--- config.mk ---
export PLATFORM = sky130hd
export DESIGN_NAME = fifo_flex
export DESIGN_NICKNAME = d
export VERILOG_FILES = /design/src/rtl/fifo_flex_pkg.sv /design/src/rtl/fifo_flex_mem.sv /design/src/rtl/fifo_flex.sv
export SDC_FILE = /design/constraint.sdc
export NUM_CORES = 1
export LEC_CHECK = 0
export BUFFER_PORTS_ARGS = -buffer_cell sky130_fd_sc_hd__buf_2
export CAP_MARGIN = 20
export CORE_ASPECT_RATIO = 0.7
export CORE_MARGIN = 4
export CORE_UTILIZATION = 45
export CTS_BUF_LIST = sky130_fd_sc_hd__clkbuf_8
export CTS_CLUSTER_DIAMETER = 120
export CTS_CLUSTER_SIZE = 20
export DETAILED_ROUTE_END_ITERATION = 12
export SLEW_MARGIN = 20
export SYNTH_ARGS = -nofsm -noshare
export SYNTH_HDL_FRONTEND = slang
export SYNTH_SLANG_ARGS = --single-unit
--- constraint.sdc ---
create_clock -name clk -period 2.36 [get_ports clk]
set_input_delay 0.236 -clock clk [delete_from_list [all_inputs] [get_ports clk]]
set_output_delay 0.236 -clock clk [all_outputs]
set_load 0.01 [all_outputs]
--- src/rtl/fifo_flex_pkg.sv ---
// Shared constants, pointer-width helper and operation encoding for fifo_flex.
package fifo_flex_pkg;

    localparam int unsigned DEF_WIDTH  = 16;
    localparam int unsigned DEF_DEPTH  = 16;
    localparam int unsigned DEF_AE_LVL = 2;
    localparam int unsigned DEF_FWFT   = 0;

    typedef enum logic [1:0] {
        IDLE = 2'd0,
        WR   = 2'd1,
        RD   = 2'd2,
        WRRD = 2'd3
    } fifo_op_e;

    // Pointer width never drops below one bit, even for tiny depths.
    function automatic int unsigned ptr_w(input int unsigned depth);
        int unsigned w;
        w = $clog2(depth);
        return (w < 1) ? 1 : w;
    endfunction

endpackage

--- src/rtl/fifo_flex_mem.sv ---
// DEPTH x WIDTH storage: one synchronous write port, one read port that is
// registered (FWFT=0) or combinational (FWFT=1).
module fifo_flex_mem
    import fifo_flex_pkg::*;
#(
    parameter int unsigned WIDTH = DEF_WIDTH,
    parameter int unsigned DEPTH = DEF_DEPTH,
    parameter int unsigned FWFT  = DEF_FWFT,
    parameter int unsigned AW    = ptr_w(DEPTH)
) (
    input  logic             clk,
    input  logic             rst_,
    input  logic             wr_en_i,
    input  logic [AW-1:0]    wr_addr_i,
    input  logic [WIDTH-1:0] wr_data_i,
    input  logic             rd_en_i,
    input  logic [AW-1:0]    rd_addr_i,
    output logic [WIDTH-1:0] rd_data_o
);

    logic [WIDTH-1:0] mem_q [DEPTH];

    // Storage is never reset; only the read register is.
    always_ff @(posedge clk) begin
        if (wr_en_i) begin
            mem_q[wr_addr_i] <= wr_data_i;
        end
    end

    if (FWFT != 0) begin : g_fwft
        logic unused_rd;
        assign unused_rd = rd_en_i ^ rst_;
        assign rd_data_o = mem_q[rd_addr_i];
    end else begin : g_reg
        logic [WIDTH-1:0] rd_data_q;
        always_ff @(posedge clk) begin
            if (rst_) begin
                rd_data_q <= '0;
            end else if (rd_en_i) begin
                rd_data_q <= mem_q[rd_addr_i];
            end
        end
        assign rd_data_o = rd_data_q;
    end

endmodule

--- src/rtl/fifo_flex.sv ---
// Synchronous FIFO with arbitrary depth, registered status flags and optional
// FWFT read. Define FIFO_FLEX_ERR_EN to build the sticky overflow/underflow flags.
module fifo_flex
    import fifo_flex_pkg::*;
#(
    parameter int unsigned WIDTH  = DEF_WIDTH,
    parameter int unsigned DEPTH  = DEF_DEPTH,
    parameter int unsigned AF_LVL = DEPTH - 2,
    parameter int unsigned AE_LVL = DEF_AE_LVL,
    parameter int unsigned FWFT   = DEF_FWFT
) (
    input  logic                       clk,
    input  logic                       rst_,
    input  logic                       fifo_write,
    input  logic [WIDTH-1:0]           fifo_data_in,
    input  logic                       fifo_read,
    output logic [WIDTH-1:0]           fifo_data_out,
    output logic                       fifo_rd_valid,
    output logic                       fifo_full,
    output logic                       fifo_empty,
    output logic                       fifo_afull,
    output logic                       fifo_aempty,
    output logic [$clog2(DEPTH+1)-1:0] fifo_cnt,
    input  logic                       fifo_err_clr,
    output logic                       fifo_ovf,
    output logic                       fifo_udf
);

    localparam int unsigned AW = ptr_w(DEPTH);
    localparam int unsigned CW = $clog2(DEPTH + 1);
    localparam logic [AW-1:0] PTR_LAST = AW'(DEPTH - 1);
    localparam logic [CW-1:0] CNT_MAX  = CW'(DEPTH);

    logic [AW-1:0] wr_ptr_q, wr_ptr_d;
    logic [AW-1:0] rd_ptr_q, rd_ptr_d;
    logic [CW-1:0] cnt_q, cnt_d;
    logic          full_q, full_d;
    logic          empty_q, empty_d;
    logic          afull_q, afull_d;
    logic          aempty_q, aempty_d;
    logic          wr_acc, rd_acc;
    fifo_op_e      op;

    // Acceptance uses the registered flags, so full+wr+rd is read-only and
    // empty+wr+rd is write-only with no bypass.
    always_comb begin
        wr_acc   = fifo_write && !full_q;
        rd_acc   = fifo_read && !empty_q;
        op       = IDLE;
        wr_ptr_d = wr_ptr_q;
        rd_ptr_d = rd_ptr_q;
        cnt_d    = cnt_q;
        if (wr_acc && rd_acc) begin
            op = WRRD;
        end else if (wr_acc) begin
            op = WR;
        end else if (rd_acc) begin
            op = RD;
        end
        if (op == WR || op == WRRD) begin
            wr_ptr_d = (wr_ptr_q == PTR_LAST) ? '0 : wr_ptr_q + AW'(1);
        end
        if (op == RD || op == WRRD) begin
            rd_ptr_d = (rd_ptr_q == PTR_LAST) ? '0 : rd_ptr_q + AW'(1);
        end
        case (op)
            WR:      cnt_d = cnt_q + CW'(1);
            RD:      cnt_d = cnt_q - CW'(1);
            default: cnt_d = cnt_q;
        endcase
        full_d   = (cnt_d == CNT_MAX);
        empty_d  = (cnt_d == '0);
        afull_d  = (32'(cnt_d) >= AF_LVL);
        aempty_d = (32'(cnt_d) <= AE_LVL);
    end

    always_ff @(posedge clk) begin
        if (rst_) begin
            wr_ptr_q <= '0;
            rd_ptr_q <= '0;
            cnt_q    <= '0;
            full_q   <= 1'b0;
            empty_q  <= 1'b1;
            afull_q  <= 1'b0;
            aempty_q <= 1'b1;
        end else begin
            wr_ptr_q <= wr_ptr_d;
            rd_ptr_q <= rd_ptr_d;
            cnt_q    <= cnt_d;
            full_q   <= full_d;
            empty_q  <= empty_d;
            afull_q  <= afull_d;
            aempty_q <= aempty_d;
        end
    end

    fifo_flex_mem #(
        .WIDTH (WIDTH),
        .DEPTH (DEPTH),
        .FWFT  (FWFT),
        .AW    (AW)
    ) u_mem (
        .clk       (clk),
        .rst_      (rst_),
        .wr_en_i   (wr_acc),
        .wr_addr_i (wr_ptr_q),
        .wr_data_i (fifo_data_in),
        .rd_en_i   (rd_acc),
        .rd_addr_i (rd_ptr_q),
        .rd_data_o (fifo_data_out)
    );

    if (FWFT != 0) begin : g_vld_fwft
        assign fifo_rd_valid = !empty_q;
    end else begin : g_vld_reg
        logic rd_valid_q;
        always_ff @(posedge clk) begin
            if (rst_) begin
                rd_valid_q <= 1'b0;
            end else begin
                rd_valid_q <= rd_acc;
            end
        end
        assign fifo_rd_valid = rd_valid_q;
    end

    assign fifo_full   = full_q;
    assign fifo_empty  = empty_q;
    assign fifo_afull  = afull_q;
    assign fifo_aempty = aempty_q;
    assign fifo_cnt    = cnt_q;

`ifdef FIFO_FLEX_ERR_EN
    logic ovf_q, ovf_d;
    logic udf_q, udf_d;

    // A set event in the same cycle as a clear wins.
    always_comb begin
        ovf_d = ovf_q;
        udf_d = udf_q;
        if (fifo_err_clr) begin
            ovf_d = 1'b0;
            udf_d = 1'b0;
        end
        if (fifo_write && full_q && !fifo_read) begin
            ovf_d = 1'b1;
        end
        if (fifo_read && empty_q && !fifo_write) begin
            udf_d = 1'b1;
        end
    end

    always_ff @(posedge clk) begin
        if (rst_) begin
            ovf_q <= 1'b0;
            udf_q <= 1'b0;
        end else begin
            ovf_q <= ovf_d;
            udf_q <= udf_d;
        end
    end

    assign fifo_ovf = ovf_q;
    assign fifo_udf = udf_q;
`else
    logic unused_err_clr;
    assign unused_err_clr = fifo_err_clr;
    assign fifo_ovf = 1'b0;
    assign fifo_udf = 1'b0;
`endif

endmodule

==> insert_results.sql <==
INSERT INTO impl_metrics (metric_group, metric, value, unit) VALUES
('outcome', 'run_status', 'finished clean', ''),
('placed_design', 'dp_slack', '-20.81', 'ps'),
('grt', 'number_of_global_route_vias_before_repair', '5821', ''),
('job', 'drv.max_cap_violation_count', '0', ''),
('placed_design', 'port_buffers', '45', ''),
('routing', 'routed-via-count', '5698', ''),
('grt', 'number_of_antenna_violations_at_the_first_check_in_global_routing', '0', ''),
('worst_setup_path', 'cp_cell_sequence', 'nor2b_4, inv_2, ha_4, xor2_2, ha_2, a21oi_2, or3_4, a311oi_4, xnor2_2, nor4bb_1', ''),
('timing', 'setup_slack', '9.584', 'ps'),
('layout', 'filler_cell_count', '1927', ''),
('timing', 'period_needed', '2350', 'ps'),
('routing', 'remaining_drc_errors', '0', ''),
('layout', 'num_antenna_cells', '0', ''),
('clock_tree', 'cts_made_buffers', '18', ''),
('synth', 'post-synth-top-area-fraction', '68.87', '%'),
('pwr', 'power_leakage', '0.004027', 'uW'),
('synth', 'main_combinational_cell_family_by_area_after_synthesis', 'multiplexers', ''),
('worst_setup_path', 'kind_of_cell_adding_the_most_delay_to_the_critical_path', 'simple AND/OR/NAND/NOR gates', ''),
('grt', 'grt_start_max_net_pins', '49', ''),
('synth', 'synth.area.mux_share', '13.01', '%'),
('die', 'io_pins', '49', ''),
('synth', 'count_of_flip_flops_with_a_built_in_enable_after_synthesis', '256', ''),
('synth', 'yosys.area.top_type', 'edfxtp_1', ''),
('worst_setup_path', 'cp.buffers_inverters', '1', ''),
('die', 'die_height', '139.8', 'um'),
('routing', 'antenna_violating_nets_post_route', '0', ''),
('die', 'floorplan.die_area', '27430', 'um^2'),
('synth', 'ys_dominant_reg_cell', 'edfxtp_1', ''),
('synth', 'synth.top_cells.by_area', 'edfxtp_1 (69%), mux4_2 (13%), dfxtp_1 (6.1%)', ''),
('die', 'die_x', '196.2', 'um'),
('clock_tree', 'clkSinkCount', '290', ''),
('synth', 'ys_top_cells_by_count', 'edfxtp_1 (256), mux4_2 (64), a21oi_1 (47)', ''),
('clock_tree', 'worst_skew_pair.late_latency', '530', 'ps'),
('timing', 'max_slew_margin', '52.11', '%'),
('grt', 'global_route.overflow_total', '0', ''),
('clock_tree', 'ctsLongestPathBuffers', '3', ''),
('layout', 'areaGrowthSynthToFinish', '11.24', '%'),
('clock_tree', 'ctsHtreeMaxLevel', '1', ''),
('routing', 'route.detailed.vias_per_inst', '5.738', ''),
('routing', 'routedWlPerCell', '25.01', 'um'),
('worst_setup_path', 'critical_path_required', '2790', 'ps'),
('layout', 'num-nets-final', '692', ''),
('synth', 'ys_types', '39', ''),
('placed_design', 'dp_hpwl', '15180', 'um'),
('worst_setup_path', 'cp-end-kind', 'register', ''),
('clock_tree', 'holdBufCountCts', '0', ''),
('die', 'core_region_area', '23990', 'um^2'),
('synth', 'postSynthRegisterBits', '290', ''),
('routing', 'wl', '24840', 'um'),
('timing', 'clock_skew', '21.11', 'ps'),
('synth', 'asyncSetResetFlopFracSynth', '0', '%'),
('die', 'start_util', '46.52', '%'),
('worst_setup_path', 'critical_path_arrival', '2780', 'ps'),
('layout', 'fin_util', '51.75', '%'),
('worst_setup_path', 'setup.reg_to_reg.worst_slack', '10', 'ps'),
('hold_path', 'min_path_type', 'in -> reg', ''),
('routing', 'firstDrtPassIters', '5', ''),
('clock_tree', 'cts_tree', 'done', ''),
('synth', 'synth.avg_cell_area', '19.02', 'um^2'),
('timing', 'rsz0062_at_grt', 'yes', ''),
('pwr', 'power_per_unit_of_standard_cell_area', '790.8', 'nW/um^2'),
('synth', 'synthesis.area', '11160', 'um^2'),
('synth', 'synth_most_common_cell', 'edfxtp_1', ''),
('timing', 'setup_violations', '0', ''),
('die', 'row_count', '47', ''),
('synth', 'synth-compound-area-share', '5.179', '%'),
('worst_setup_path', 'timing.critical_path.slowest_stage_cell', 'dfxtp_2', ''),
('timing', 'worst-slew-pin-transition', '718.4', 'ps'),
('clock_tree', 'clock-root-buffer', 'clkbuf_8', ''),
('grt', 'gr-usage-all-layers', '17.98', '%'),
('pwr', 'vdd_ir_drop_max', '0.5297', 'mV');
==> registers in the layout, indices dropped and copies added (netlist names) <==
register and flops:
fifo_cnt 5, u_mem.rd_data_o 16, wr_ptr_q 4, u_mem.mem_q 256, fifo_empty 1, fifo_aempty 1, rd_ptr_q 4, fifo_full 1
fifo_afull 1, fifo_rd_valid 1
==> timing repair <==
item | in CTS | in global routing
resized for setup | 0 | 7
endpoints found under the hold margin | 0 | 0
buffers inserted | 0 | 2
pin swaps | 2 | 5
endpoints found under the setup margin | 3 | 4
==> per-stage QoR <==
step	setup TNS [ps]	cell area [um^2]	power (uW)	std cells	hold slack (ps)
after CTS	0	12370	9898	991	43.56
after global routing	-108.7	12420	10250	993	49.32
after global placement	0	12060	7594	959	469.3
final	0	12420	9819	993	72.33
after floorplan	-141.8	11230	7110	588	334.9
after detailed placement	-39.16	12060	7644	959	475.4
==> per-layer routing <==
layer	wire [um]	GRT usage (%)	share of wire (%)
met4	425	3.232	1.7
met3	1518	2.948	6.1
met5	0	0	0
met1	10960	26.80	44
met2	11930	28.71	48
==> power by group <==
group | leakage, uW | total, uW | switching (uW) | internal [uW]
combinational | 0.00123 | 1650 | 878 | 776
clock | 0.000207 | 2280 | 1510 | 770
sequential | 0.00259 | 5880 | 127 | 5760
total | 0.00403 | 9820 | 2520 | 7300
==> cells by family after synthesis <==
logic type | count (synthesis)
multiplexers | 65
adder cells (fa/ha/maj) | 8
AND/OR/NAND/NOR | 80
buffers and inverters | 43
XOR/XNOR | 8
AO/OA/AOI/OAI | 92
other | 1
flip-flops | 290
==> cell usage in the layout (no fill, tap or decap), types with 3 or more instances in the layout <==
cell      instances
edfxtp_1        256
mux4_2           64
a21oi_1          46
buf_4            46
buf_2            45
a22oi_1          32
nor2_1           30
dfxtp_1          30
clkbuf_8         19
nand2_1          16
inv_1            15
nor2_2           12
ha_1              6
nor3_2            4
xor2_1            4
nand2b_1          3
nor2b_1           3
o21ai_0           3
dfxtp_2           3
==> layout make-up <==
class | count | area (um^2) | area share (%)
clock buffer | 19 | 261.5 | 2.106
sequential | 290 | 8376 | 67.45
timing repair buffer | 93 | 610.6 | 4.917
clock inverter | 13 | 56.30 | 0.4534
inverter | 5 | 23.77 | 0.1915
tap | 318 | 397.9 | 3.204
multi-input combinational | 255 | 2691 | 21.67
==> path summary, 6_finish.rpt <==
path                  startpoint                  end  cells after the start
max                    fifo_full            fifo_full                     10
min              fifo_data_in[5]   u_mem.mem_q[12][5]                      1
max reg2reg            fifo_full            fifo_full                     10
min reg2reg  u_mem.rd_data_o[14]  u_mem.rd_data_o[14]                      2
Power figures use the tool's default switching activity.
